===== src/rtl/cvrt_bin2gry_arb.sv =====
// Round-robin arbiter sharing one binary-to-Gray converter between REQ_NUM requesters.
// The winning word is converted and registered with its requester index into a one-entry output slot.

module cvrt_bin2gry #(
  parameter int DATA_WIDTH = 4
) (
  input  logic [DATA_WIDTH-1:0] i_bin,
  output logic [DATA_WIDTH-1:0] o_gry
);
  assign o_gry = i_bin ^ (i_bin >> 1);
endmodule

module cvrt_bin2gry_arb #(
  parameter int DATA_WIDTH = 4,
  parameter int REQ_NUM    = 2,
  localparam int IDX_WIDTH = $clog2(REQ_NUM)
) (
  input  logic                          i_clk,
  input  logic                          i_rst,
  input  logic [REQ_NUM-1:0]            i_req_valid,
  input  logic [REQ_NUM*DATA_WIDTH-1:0] i_req_bin,
  output logic [REQ_NUM-1:0]            o_req_ready,
  output logic                          o_rsp_valid,
  input  logic                          i_rsp_ready,
  output logic [DATA_WIDTH-1:0]         o_rsp_gry,
  output logic [IDX_WIDTH-1:0]          o_rsp_idx,
  output logic                          o_busy
);

  // Handshakes: a transfer happens on a rising edge where valid and ready are both high;
  // producers hold valid and data stable until then, and ready never depends on a later cycle.

  logic                  rsp_valid_q, rsp_valid_d;
  logic [DATA_WIDTH-1:0] rsp_gry_q, rsp_gry_d;
  logic [IDX_WIDTH-1:0]  rsp_idx_q, rsp_idx_d;
  logic [IDX_WIDTH-1:0]  ptr_q, ptr_d;

  logic                  accept;
  logic                  found;
  logic                  grant;
  logic [IDX_WIDTH-1:0]  grant_idx;
  logic [DATA_WIDTH-1:0] conv_bin;
  logic [DATA_WIDTH-1:0] conv_gry;

  assign accept = !rsp_valid_q || i_rsp_ready;

  // Search upward from the pointer with wrap; works for non-power-of-two REQ_NUM.
  always_comb begin : search
    int k;
    k         = 0;
    found     = 1'b0;
    grant_idx = '0;
    for (int i = 0; i < REQ_NUM; i++) begin
      k = int'(ptr_q) + i;
      if (k >= REQ_NUM) k = k - REQ_NUM;
      if (!found && i_req_valid[k]) begin
        found     = 1'b1;
        grant_idx = IDX_WIDTH'(k);
      end
    end
  end

  assign grant       = accept && found && !i_rst;
  assign o_req_ready = grant ? (REQ_NUM'(1) << grant_idx) : '0;

  assign conv_bin = i_req_bin[int'(grant_idx)*DATA_WIDTH +: DATA_WIDTH];

  cvrt_bin2gry #(.DATA_WIDTH(DATA_WIDTH)) u_conv (
    .i_bin (conv_bin),
    .o_gry (conv_gry)
  );

  always_comb begin
    rsp_valid_d = rsp_valid_q;
    rsp_gry_d   = rsp_gry_q;
    rsp_idx_d   = rsp_idx_q;
    ptr_d       = ptr_q;
    if (grant) begin
      rsp_valid_d = 1'b1;
      rsp_gry_d   = conv_gry;
      rsp_idx_d   = grant_idx;
      ptr_d       = (grant_idx == IDX_WIDTH'(REQ_NUM-1)) ? '0 : grant_idx + 1'b1;
    end else if (rsp_valid_q && i_rsp_ready) begin
      rsp_valid_d = 1'b0;
    end
  end

  always_ff @(posedge i_clk or posedge i_rst) begin
    if (i_rst) begin
      rsp_valid_q <= 1'b0;
      rsp_gry_q   <= '0;
      rsp_idx_q   <= '0;
      ptr_q       <= '0;
    end else begin
      rsp_valid_q <= rsp_valid_d;
      rsp_gry_q   <= rsp_gry_d;
      rsp_idx_q   <= rsp_idx_d;
      ptr_q       <= ptr_d;
    end
  end

  assign o_rsp_valid = rsp_valid_q;
  assign o_rsp_gry   = rsp_gry_q;
  assign o_rsp_idx   = rsp_idx_q;
  assign o_busy      = !i_rst && (rsp_valid_q || (|i_req_valid));

endmodule

===== config.mk =====
export PLATFORM = sky130hd
export DESIGN_NAME = cvrt_bin2gry_arb
export DESIGN_NICKNAME = d
export VERILOG_FILES = /design/src/rtl/cvrt_bin2gry_arb.sv
export SDC_FILE = /design/constraint.sdc
export NUM_CORES = 1
export LEC_CHECK = 0
export ABC_CLOCK_PERIOD_IN_PS = 1000
export BUFFER_PORTS_ARGS = -buffer_cell sky130_fd_sc_hd__buf_4
export CORE_MARGIN = 2
export CORE_UTILIZATION = 26
export DETAILED_ROUTE_END_ITERATION = 8
export PLACE_DENSITY_LB_ADDON = 0.08
export SLEW_MARGIN = 30
export SYNTH_ARGS = -nofsm -noshare
export SYNTH_HDL_FRONTEND = slang
export SYNTH_SLANG_ARGS = --single-unit
export TNS_END_PERCENT = 10

===== constraint.sdc =====
create_clock -name i_clk -period 1 [get_ports i_clk]
set_input_delay 0 -clock i_clk [delete_from_list [all_inputs] [get_ports i_clk]]
set_output_delay 0 -clock i_clk [all_outputs]
set_load 0.03 [all_outputs]

## Word-level counts from Yosys, hierarchy flattened

Cells that the tools add are included.

- Register bits: 7
- Bits of input ports: 13
- Output and inout port bits: 9
- Word-level logic and storage cells: 43

- $add $sub $neg: 4
- Magnitude comparators: 4
- Shifts and indexed selects: 2
- Mux-type cells: 16
- Bitwise gates (word level): 1
- Reductions and logical operators: 12

Operators with widths:

| cell | number |
|---|---|
| $lt A32 B3 Y1 const B | 2 |
| $mux W32 | 2 |
| $mux W1 | 13 |
| $shiftx A8 B4 Y4 | 1 |
| $logic_and A1 B1 Y1 | 5 |
| $xor A4 B3 Y4 | 1 |
| $logic_not A1 Y1 | 3 |
| $sub A1 B2 Y3 const B | 1 |
| $sub A2 B2 Y3 const B | 1 |
| $add A1 B1 Y2 const B | 1 |
| $ge A1 B2 Y1 const B | 1 |
| $ge A2 B2 Y1 const B | 1 |
| $logic_or A1 B1 Y1 | 2 |
| $mux W2 | 1 |
| $reduce_bool A2 Y1 | 1 |
| $reduce_or A2 Y1 | 1 |
| $shl A1 B1 Y2 const A | 1 |
| $add A1 B1 Y1 const B | 1 |

## Depth between registers and ports, before layout

Gate-level depths: netlist (run 1).

- Depth after elaboration: 12
- Depth in mapped cells: 4
- Gate-level depth less buffers: 3

## Modules after synthesis

A second synthesis (run 1) with hierarchy kept.

- Cell total of the unflattened synthesis: 33
- Area, all modules: 402.9 um2

Modules (own cells, without submodules):

| module | times used | cells each | area an instance (um2) | seq. area each (um2) |
|---|---|---|---|---|
| cvrt_bin2gry_arb | 1 | 29 | 369.1 | 175.2 |
| cvrt_bin2gry | 1 | 4 | 33.8 | 0.0 |

## Worst setup path after synthesis (run 1)

OpenSTA, ideal clock, no wires.

- Path type: reg-to-reg
- From: register rsp_valid_q, in the netlist o_rsp_valid
- To: register ptr_q
- Setup time: 0.125 ns
- Arrival: 1.215 ns
- Required time: 0.875 ns
- Path slack: -0.340 ns
- Stages on the path, launching flop included: 4
- Path buffers: 0
- Period minus slack after synthesis: 1.340 ns
- Cells stage by stage: dfrtp_1 -> or2b_4 -> nand2_4 -> mux2_4

- Cells in the longest elaborated chain, start to end: 4

RTL lines:

| item | line | text |
|---|---|---|
| start: declaration | 33 | `logic rsp_valid_q, rsp_valid_d;` |
| start signal: assignment | 95 | `rsp_valid_q <= rsp_valid_d;` |
| $logic_not A1 Y1 | 45 | `assign accept = !rsp_valid_q \|\| i_rsp_ready;` |
| $logic_or A1 B1 Y1 | 45 |  |
| $logic_and A1 B1 Y1 (2 in series) | 63 | `assign grant = accept && found && !i_rst;` |
| end signal: assignment | 98 | `ptr_q <= ptr_d;` |
| end: declaration | 36 | `logic [IDX_WIDTH-1:0] ptr_q, ptr_d;` |

Every way passes these cells.
A chain may end at the register's enable or synchronous reset.

## Final worst setup path (run 1)

- From: register ptr_q
- To: output port o_req_ready[0]

- Cells in the longest elaborated chain, start to end: 12
- Elaborated cells on any way between the ends: 23
- Classes of those cells: add/sub (3); order compare (2); shift (1); mux (13); reduce/logical (4)

RTL lines:

| item | line | text |
|---|---|---|
| $sub A1 B2 Y3 / $ge A1 B2 Y1 (equally long branches) | 55 | `if (k >= REQ_NUM) k = k - REQ_NUM;` |
| $mux W32 | 55 |  |
| $mux W1 (not written as such) (3 in series) | 56 | `if (!found && i_req_valid[k]) begin` |
| $mux W1 | 56 |  |
| $logic_not A1 Y1 | 56 |  |
| $logic_and A1 B1 Y1 | 56 |  |
| $mux W1 | 56 |  |
| $logic_and A1 B1 Y1 (2 in series) | 63 |  |
| $mux W2 * | 64 | `assign o_req_ready = grant ? (REQ_NUM'(1) << grant_idx) : '0;` |
| end: declaration | 22 | `output logic [REQ_NUM-1:0] o_req_ready,` |

Mark *: on every way between the ends. The rest lies on a longest branch, timed or not. The select of a mux whose other input is x is not followed.

==> key figures, run 1 <==
Floorplan
  – Row Count: 15
  – Core area: ~0.0017 mm^2
  – Starting Density: 0.2689
  – Die W: between 40 and 50 um
  – # IOs: 22
  – Die ar.: roughly 0.0021 mm^2
  – Die Y: 45.80 um

Place
  – DP HPWL: around 900 um
  – Port bufs: 21
  – RD Place Congestion: about 0.75
  – Setup WS pre-CTS: -0.1096 ns

Yosys
  – Register bit total from synthesis: 7
  – Synthesized cell area: 454.2 um^2
  – Post-Syn Area per Cell: around 9.5 um^2
  – Netlist cell types: 20
  – Synthesized instance count: 48
  – Seq/Total Area, Yosys: 0.3857
  – Synth Warn #: 0
  – Post-Syn Nets: a little over 60

Clocking
  – # clock sinks: 7
  – Worst-Skew Late Latency: between 0.2 and 0.25 ns
  – H-tree depth: 1
  – CTS root buf: clkbuf_4
  – CTS tree: built
  – Clock Path Buffers: 2
  – CTS buffer count: 3
  – Clock slew at reported path FFs: 0.05 ns

Power and ir drop
  – Internal Power: between 700 and 800 uW
  – Sequential share of power: 0.332
  – Logic pwr share: 0.449
  – Clk pwr share: 0.219
  – Max rail drop VDD: 0.5108 mV
  – Tot Pwr: 1.121 mW
  – Power Density: approximately 1500 mW/mm^2
  – NetSw: 393.5 uW
  – Sw frac: 0.3509
  – Leakage power: roughly 0.37 nW

GRT
  – GRT overflow: 0
  – First-pass GRT wire length: 1794 um
  – Initial antenna violation count: 0
  – Vias in the first global route: roughly 440
  – Total GRT Usage: 0.1232
  – Pin count of the biggest net entering global routing: 8

Route
  – DR iter-0 viols: 6
  – Routed WL: ~1200 um
  – Via density: 4.755
  – Via count: about 470
  – First-pass iteration count of the detailed router: 3
  – Residual DRC: 0
  – DR WL/cell: between 10 and 15 um
  – Final ANT Viol Nets: 0

Timing
  – Final setup fails: 9
  – Fmax: around 0.8 GHz
  – Worst Skew: 0.0004753 ns
  – Endpoints failing hold: 0
  – Final max-slew violation count: 0
  – Final setup margin: -0.2538 ns
  – Worst rel slew slack: 0.7565
  – Tcrit/Tclk final: 1.254
  – Final Critical Period: around 1.3 ns
  – RSZ-0062 raised after global routing: true
  – Slew @ Worst Pin: about 0.36 ns

Setup path
  – Critical path type: flip-flop to primary output
  – Launching point of the worst reg2reg path: o_rsp_valid
  – Worst R2R Setup Slack: -0.21 ns
  – Worst endpoint required time: 1.00 ns
  – Reg2Reg Depth: 4
  – Max incr delay on CP: approximately 0.4 ns
  – Nature of the critical path startpoint: flip-flop
  – Reg-to-reg endpoint: ptr_q
  – Crit path capture type: primary output
  – CP max stage cell: dfrtp_1
  – Crit-path cells: nand2b_4 -> buf_4 -> a21oi_4 -> buf_6
  – Worst EP arrival: about 1.3 ns
  – Crit-path max FO: 5

Hold path
  – Hold Crit Class: input pin to flip-flop
  – Hold Path End: o_rsp_gry[3]
  – Hold Path Cell Cnt: 3
  – Hold path start: i_req_bin[7]

Cells and area
  – Most frequent cells in the layout: 26 x buf_4, 6 x xor2_1, 6 x dfrtp_1, 4 x o21ai_0
  – Fraction of layout cells with a size suffix above 1: 0.5556
  – Inserted Diodes: 0
  – Layout area overhead: 69.42%
  – Nets: 95
  – Most common cell after layout, fill and taps aside: buf_4

Run status
  – Failing checks: setup timing
  – Outcome: complete, but fails checks

Job
  – Max Cap Viol: 0
-- critical path: cells and delay by family (launching register included) --
kind | cells | cell delay (ns)
buf+inv | 2 | 0.28
compound gates | 1 | 0.13
simple gates | 1 | 0.18
flops | 1 | 0.41
-- routing by layer --
metal / part of all wire / vias up / track usage / wire length, um
met4: 0.016 / 0 / 0.06857 / 19
met1: 0.43 / 210 / 0.1516 / 501
met5: 0 / - / 0 / 0
met2: 0.48 / 19 / 0.1915 / 557
li1: - / 235 / - / -
met3: 0.067 / 2 / 0.03571 / 77
-- cells by family (layout without fill, tap and decap cells) --
group                  count (synthesis)  after routing  share of synthesized area
multiplexers                           1              1                    0.03305
AND/OR/NAND/NOR                       14             14                     0.1818
AO/OA/AOI/OAI                         17             17                     0.2424
flip-flops                             7              7                     0.3857
buffers and inverters                  3             36                    0.04133
XOR/XNOR                               6              6                     0.1157
-- power groups by stage --
stage          sequential [mW]  combinational, mW  clock, mW
2_1_floorplan            0.460              0.172          0
3_3_place_gp             0.371              0.456          0
3_5_place_dp             0.371              0.454          0
4_1_cts                  0.370              0.495      0.257
5_1_grt                  0.378              0.541      0.283
6_report                 0.372              0.504      0.245
-- cell type report --
class	instances	area (um^2)
fillers	173	919.6
multi-input cells	38	299.0
repair buffers	30	239.0
flip-flops and latches	7	176.4
clock buffers	4	26.28
well taps	17	21.27
inverters	2	7.507
-- registers in the layout, summed over array words and instances (netlist names) --
signal and flops:
o_rsp_gry 4, o_rsp_idx 1, o_rsp_valid 1, ptr_q 1
-- synthesized netlist by cell type --
library cell / instances / area, um^2
buf_6: 1 / 11.26
o21ba_4: 1 / 16.27
o31ai_1: 3 / 22.52
xor2_1: 6 / 52.55
nor3_1: 4 / 20.02
nand2b_1: 1 / 6.260
and2b_1: 1 / 7.510
o21ai_0: 6 / 30.03
nor2_1: 2 / 7.510
or2b_4: 1 / 11.26
dfrtp_1: 7 / 175.2
inv_1: 2 / 7.510
nand2_4: 1 / 11.26
o21bai_1: 1 / 7.510
nand3_1: 1 / 5.000
a41oi_1: 1 / 8.760
mux2_4: 1 / 15.01
nand2_1: 2 / 7.510
nor2b_1: 1 / 6.260
a21oi_1: 5 / 25.02
-- stage by stage --
stage / TNS [ns] / hold WS (ns) / utilization / cell area, um^2 / cells
2_1_floorplan: -0.9045 / -0.1967 / - / 459.2 / 48
3_3_place_gp: -0.7323 / -0.02442 / 0.3978 / 671.9 / 91
6_report: -1.226 / 0.09613 / 0.4556 / 769.5 / 98
5_1_grt: -1.732 / 0.09146 / 0.4556 / 769.5 / 98
4_1_cts: -1.350 / 0.09297 / 0.4452 / 752.0 / 98
3_5_place_dp: -0.6008 / -0.03894 / 0.3978 / 671.9 / 91
-- how the worst max path moves through the flow --
| stage | startpoint | endpoint | slack [ns] | depth (start not counted) |
|---|---|---|---|---|
| 2_1_floorplan | o_rsp_valid | ptr_q | -0.26 | 3 |
| 3_3_place_gp | o_rsp_valid | o_rsp_gry[0] | -0.11 | 4 |
| 3_5_place_dp | o_rsp_valid | ptr_q | -0.11 | 3 |
| 4_1_cts | o_rsp_valid | o_req_ready[0] | -0.28 | 5 |
| 5_1_grt | ptr_q | o_req_ready[1] | -0.31 | 5 |
| 6_report | ptr_q | o_req_ready[0] | -0.25 | 4 |
-- timing repair --
item                                    CTS  global route
pin swaps                                 3             1
buffers inserted                          2             0
hold buffers                              1             0
hold endpoints to repair                  7             0
endpoints found under the setup margin    9             9
gates resized for setup                  10             4
No activity file was read; power rests on OpenSTA's default activity.
==> inputs of run 2 (changes only) <==
- SKIP_LAST_GASP: not set -> 1
==> key figures, run 2 (same netlist as run 1, synthesis figures left out) <==
Route
  – DR WL/cell: around 11 um
  – First-pass iteration count of the detailed router: 4
  – Residual DRC: 0
  – DR iter-0 viols: 22
  – Final ANT Viol Nets: 0
  – Via density: between 4 and 5
  – Routed WL: ~1100 um
  – Via count: roughly 470

Clocking
  – Clock Path Buffers: 2
  – H-tree depth: 1
  – CTS buffer count: 3
  – Clock slew at reported path FFs: about 0.05 ns
  – CTS tree: built
  – Worst-Skew Late Latency: roughly 0.24 ns
  – # clock sinks: 7
  – CTS root buf: clkbuf_4

Place
  – Placed Cells: 91
  – RD Place Congestion: approximately 0.75
  – Setup WS pre-CTS: -0.1096 ns
  – DP HPWL: between 800 and 900 um
  – Port bufs: 21
  – Placed cell area: 671.9 um^2

Cells and area
  – Fraction of layout cells with a size suffix above 1: 0.5000
  – Max reg flops: 4
  – Nets: 96
  – Final non-filler cell total: between 90 and 100
  – Final core utilization: 0.4474
  – Inserted Diodes: 0
  – Layout area overhead: 66.39%
  – Most common cell after layout, fill and taps aside: buf_4
  – Final instance area: about 760 um^2
  – Most frequent cells in the layout: 28 x buf_4, 6 x o21ai_0, 6 x xor2_1, 6 x dfrtp_1

Timing
  – RSZ-0062 raised after global routing: true
  – Setup TNS Final: -1.487 ns
  – Final setup fails: 9
  – Worst Skew: around 0.00032 ns
  – Final Critical Period: ~1.3 ns
  – Final setup margin: -0.2506 ns
  – Tcrit/Tclk final: 1.251
  – Final max-slew violation count: 0
  – Fmax: approximately 0.8 GHz
  – Worst rel slew slack: 0.7662
  – Endpoints failing hold: 0
  – Final hold slack: about 0.098 ns
  – Slew @ Worst Pin: 0.3501 ns

Setup path
  – Nature of the critical path startpoint: flip-flop
  – CP bufs+invs: 2
  – Worst EP arrival: 1.25 ns
  – Critical path type: flip-flop to primary output
  – CP max stage cell: dfrtp_2
  – Worst endpoint required time: 1.00 ns
  – Crit-path cells: or2b_4 -> nand2_4 -> buf_6 -> a21oi_4 -> buf_6
  – Max incr delay on CP: around 0.39 ns
  – Most frequent CP cell: buf_6
  – Crit path capture type: primary output
  – CP top delay family: flip-flops
  – Crit-path max FO: 3

GRT
  – Met1 global-route usage: 0.1467
  – Total GRT Usage: 0.1207
  – Vias in the first global route: 430
  – GRT overflow: 0
  – Initial antenna violation count: 0
  – Pin count of the biggest net entering global routing: 8
  – First-pass GRT wire length: around 1800 um
  – Grt met3 use: 0.03571
  – Grt peak-use layer: met2
  – Grt met2 use: 0.1887

Floorplan
  – Starting Density: 0.2689
  – Die ar.: 0.002097 mm^2
  – Die Y: 45.80 um
  – # IOs: 22
  – Die W: ~46 um
  – Core area: ~0.0017 mm^2
  – Row Count: 15

Run status
  – Outcome: complete, but fails checks
  – Failing checks: setup timing

Hold path
  – Hold Crit Class: input pin to flip-flop

Power and ir drop
  – Max rail drop VDD: just over 0.5 mV
  – Leakage power: between 0.3 and 0.4 nW
  – Power Density: 1471 mW/mm^2
  – Tot Pwr: between 1 and 1.5 mW

Job
  – Max Cap Viol: 0
## run 2: final timing paths
check,cells past startpoint,startpoint,slack [ns],to
setup / recovery,5,o_rsp_valid,-0.25,o_req_ready[0]
min in group asynchronous,3,i_rst,0.26,o_rsp_gry[3]
setup reg to reg,4,o_rsp_valid,-0.21,ptr_q
max in group asynchronous,3,i_rst,0.52,o_rsp_valid
hold reg to reg,2,o_rsp_idx,0.52,o_rsp_idx
hold / removal,3,i_req_bin[7],0.1,o_rsp_gry[3]
## run 2: repair_timing
action | in CTS | in global routing
hold buffers | 1 | 0
endpoints found under the hold margin | 7 | 0
gates resized for setup | 4 | 2
pin swaps | 2 | 1
setup buffers | 2 | 1
setup endpoints to repair | 9 | 9
## run 2: final cells by class
type                    instances  area [um^2]
repair buffers                 31        242.7
flip-flops and latches          7        176.4
clock buffers                   4        26.28
fillers                       173        933.4
well taps                      17        21.27
multi-input cells              38        281.5
inverters                       2        7.507
## run 2: tightest hold or removal path: cells and delay by family
family / cells / cell delay (ns)
AOI/OAI and AO/OA: 1 / 0.11
buffers and inverters: 1 / 0.12
and+or+nand+nor: 1 / 0.08
## run 2: layer usage
layer	routed length, um	share of wire
met5	0	0
met4	17	0.015
met3	93	0.083
met2	514	0.46
met1	491	0.44
## run 2: power by group
part | internal, mW | leakage, nW | total (mW) | switching (mW)
Clock | 0.152 | 0.0150 | 0.247 | 0.0950
Sequential | 0.339 | 0.0818 | 0.369 | 0.0306
Combinational | 0.236 | 0.271 | 0.496 | 0.260
Total | 0.727 | 0.367 | 1.11 | 0.385
==> inputs of run 3 (changes only) <==
- REMOVE_ABC_BUFFERS: not set -> 1
==> key figures, run 3 (same netlist as run 1, synthesis figures left out) <==
Run status
  – Outcome: complete, but fails checks
  – Failing checks: setup timing

Cells and area
  – Max reg flops: 4
  – Fraction of layout cells with a size suffix above 1: 0.4750
  – Inserted Diodes: 0
  – Final non-filler cell total: a little under 100
  – Layout area overhead: 62.26%
  – Most frequent cells in the layout: 25 x buf_4, 7 x dfrtp_1, 6 x o21ai_0, 6 x xor2_1
  – Most common cell after layout, fill and taps aside: buf_4
  – Nets: 94

Hold path
  – Hold Path Cell Cnt: 3
  – Hold Path End: o_rsp_gry[3]
  – Hold Crit Class: input pin to flip-flop
  – Hold path start: i_req_bin[3]

Timing
  – Final setup fails: 9
  – Worst rel slew slack: 0.7568
  – Final setup margin: -0.2739 ns
  – Tcrit/Tclk final: 1.274
  – Worst Skew: 0.008202 ns
  – RSZ-0062 raised after global routing: true
  – Final max-slew violation count: 0
  – Endpoints failing hold: 0
  – Slew @ Worst Pin: 0.3640 ns
  – Final Critical Period: roughly 1.3 ns
  – Fmax: ~0.8 GHz

Route
  – Routed met3 length: 115 um
  – Top layer in use: met4
  – Via count: 475
  – Routed WL: around 1200 um
  – DR WL/cell: approximately 13 um
  – Residual DRC: 0
  – Via density: 4.897
  – Wl on met1: roughly 520 um
  – DR iter-0 viols: 3
  – Final ANT Viol Nets: 0
  – First-pass iteration count of the detailed router: 4
  – Met2 WL: ~540 um

Floorplan
  – # IOs: 22
  – Starting Density: 0.2689
  – Core area: roughly 0.0017 mm^2
  – Die W: around 46 um
  – Die Y: 45.80 um
  – Row Count: 15
  – Die ar.: between 0.002 and 0.0025 mm^2

Setup path
  – Reg-to-reg endpoint: ptr_q
  – Crit path capture type: primary output
  – Crit-path max FO: 4
  – Critical path type: flip-flop to primary output
  – Nature of the critical path startpoint: flip-flop
  – Worst R2R Setup Slack: -0.22 ns
  – Launching point of the worst reg2reg path: o_rsp_valid
  – Worst EP arrival: 1.27 ns
  – Worst endpoint required time: 1.00 ns
  – Reg2Reg Depth: 4

Job
  – Max Cap Viol: 0

Place
  – Port bufs: 21
  – RD Place Congestion: 0.7718
  – Placed Cells: 90
  – DP HPWL: ~990 um

Clocking
  – Worst-Skew Late Latency: 0.27 ns
  – Clock Path Buffers: 2
  – CTS buffer count: 3
  – CTS root buf: clkbuf_4
  – Clock slew at reported path FFs: approximately 0.050 ns
  – CTS tree: built
  – # clock sinks: 7
  – H-tree depth: 1

GRT
  – Initial antenna violation count: 0
  – Total GRT Usage: 0.1393
  – Pin count of the biggest net entering global routing: 9
  – GRT overflow: 0
  – Vias in the first global route: between 400 and 500
  – First-pass GRT wire length: 1945 um

Power and ir drop
  – Power Density: 1502 mW/mm^2
  – Tot Pwr: approximately 1.1 mW
  – Max rail drop VDD: 0.4944 mV
  – Leakage power: between 0.3 and 0.4 nW
[run 3: cell count changes in the layout (fill, tap and decap cells not counted), sizes merged]
| cell | delta |
|---|---|
| clkbuf | -1 |
| clkinv | +1 |
| buf | -2 |
[run 3: worst max-delay path by stage]
stage | depth (start not counted) | startpoint | to | slack, ns
after detailed placement | 3 | o_rsp_valid | ptr_q | -0.11
after floorplan | 3 | o_rsp_valid | ptr_q | -0.34
after CTS | 5 | o_rsp_valid | o_req_ready[0] | -0.28
after global placement | 3 | o_rsp_valid | ptr_q | -0.11
final | 5 | o_rsp_valid | o_req_ready[0] | -0.27
after global routing | 5 | o_rsp_valid | o_req_ready[0] | -0.33
[run 3: where the power goes]
| part | internal (mW) | leakage, nW | switching [mW] |
|---|---|---|---|
| Sequential | 0.337 | 0.0828 | 0.0245 |
| Clock | 0.147 | 0.0177 | 0.123 |
| Combinational | 0.215 | 0.257 | 0.260 |
| Total | 0.700 | 0.358 | 0.407 |
[run 3: what timing repair did]
item / in CTS / in global routing
hold endpoints to repair: 7 / 0
cloned: 0 / 0
setup endpoints to repair: 9 / 9
resized for setup: 6 / 0
hold buffers: 1 / 0
pin swaps: 2 / 1
buffers inserted: 1 / 1
[run 3: per-stage QoR]
stage	hold slack (ns)	utilization	worst slack (ns)	cell area, um^2	setup TNS, ns
CTS	0.1041	0.4319	-0.2810	729.5	-1.260
finish	0.09694	0.4363	-0.2739	737.0	-1.274
global placement	-0.01990	0.3904	-0.1070	659.4	-0.4886
detailed placement	-0.01904	0.3904	-0.1121	659.4	-0.4628
global route	0.1122	0.4363	-0.3303	737.0	-1.829
floorplan	-0.1966	-	-0.3404	442.9	-1.572
[run 3: layout make-up]
cell class                      count  area (um^2)
Clock buffer                        3        22.52
Clock inverter                      1        5.005
Fill cell                         174        952.2
Inverter                            2        7.507
Multi-Input combinational cell     38        274.0
Sequential cell                     7        175.2
Tap cell                           17        21.27
Timing Repair Buffer               29        231.5
[run 3: layer usage]
| layer | vias up | global-route usage |
|---|---|---|
| met5 | - | 0 |
| met1 | 213 | 0.1776 |
| met3 | 5 | 0.03968 |
| met4 | 0 | 0.1029 |
| met2 | 24 | 0.1972 |
| li1 | 233 | - |
[run 3: critical path, cell delays in order, from the launching register on]
cell     delay [ns]
dfrtp_1        0.37
or2b_4         0.22
nand2_4        0.06
buf_6          0.12
a21oi_4        0.11
buf_6          0.14
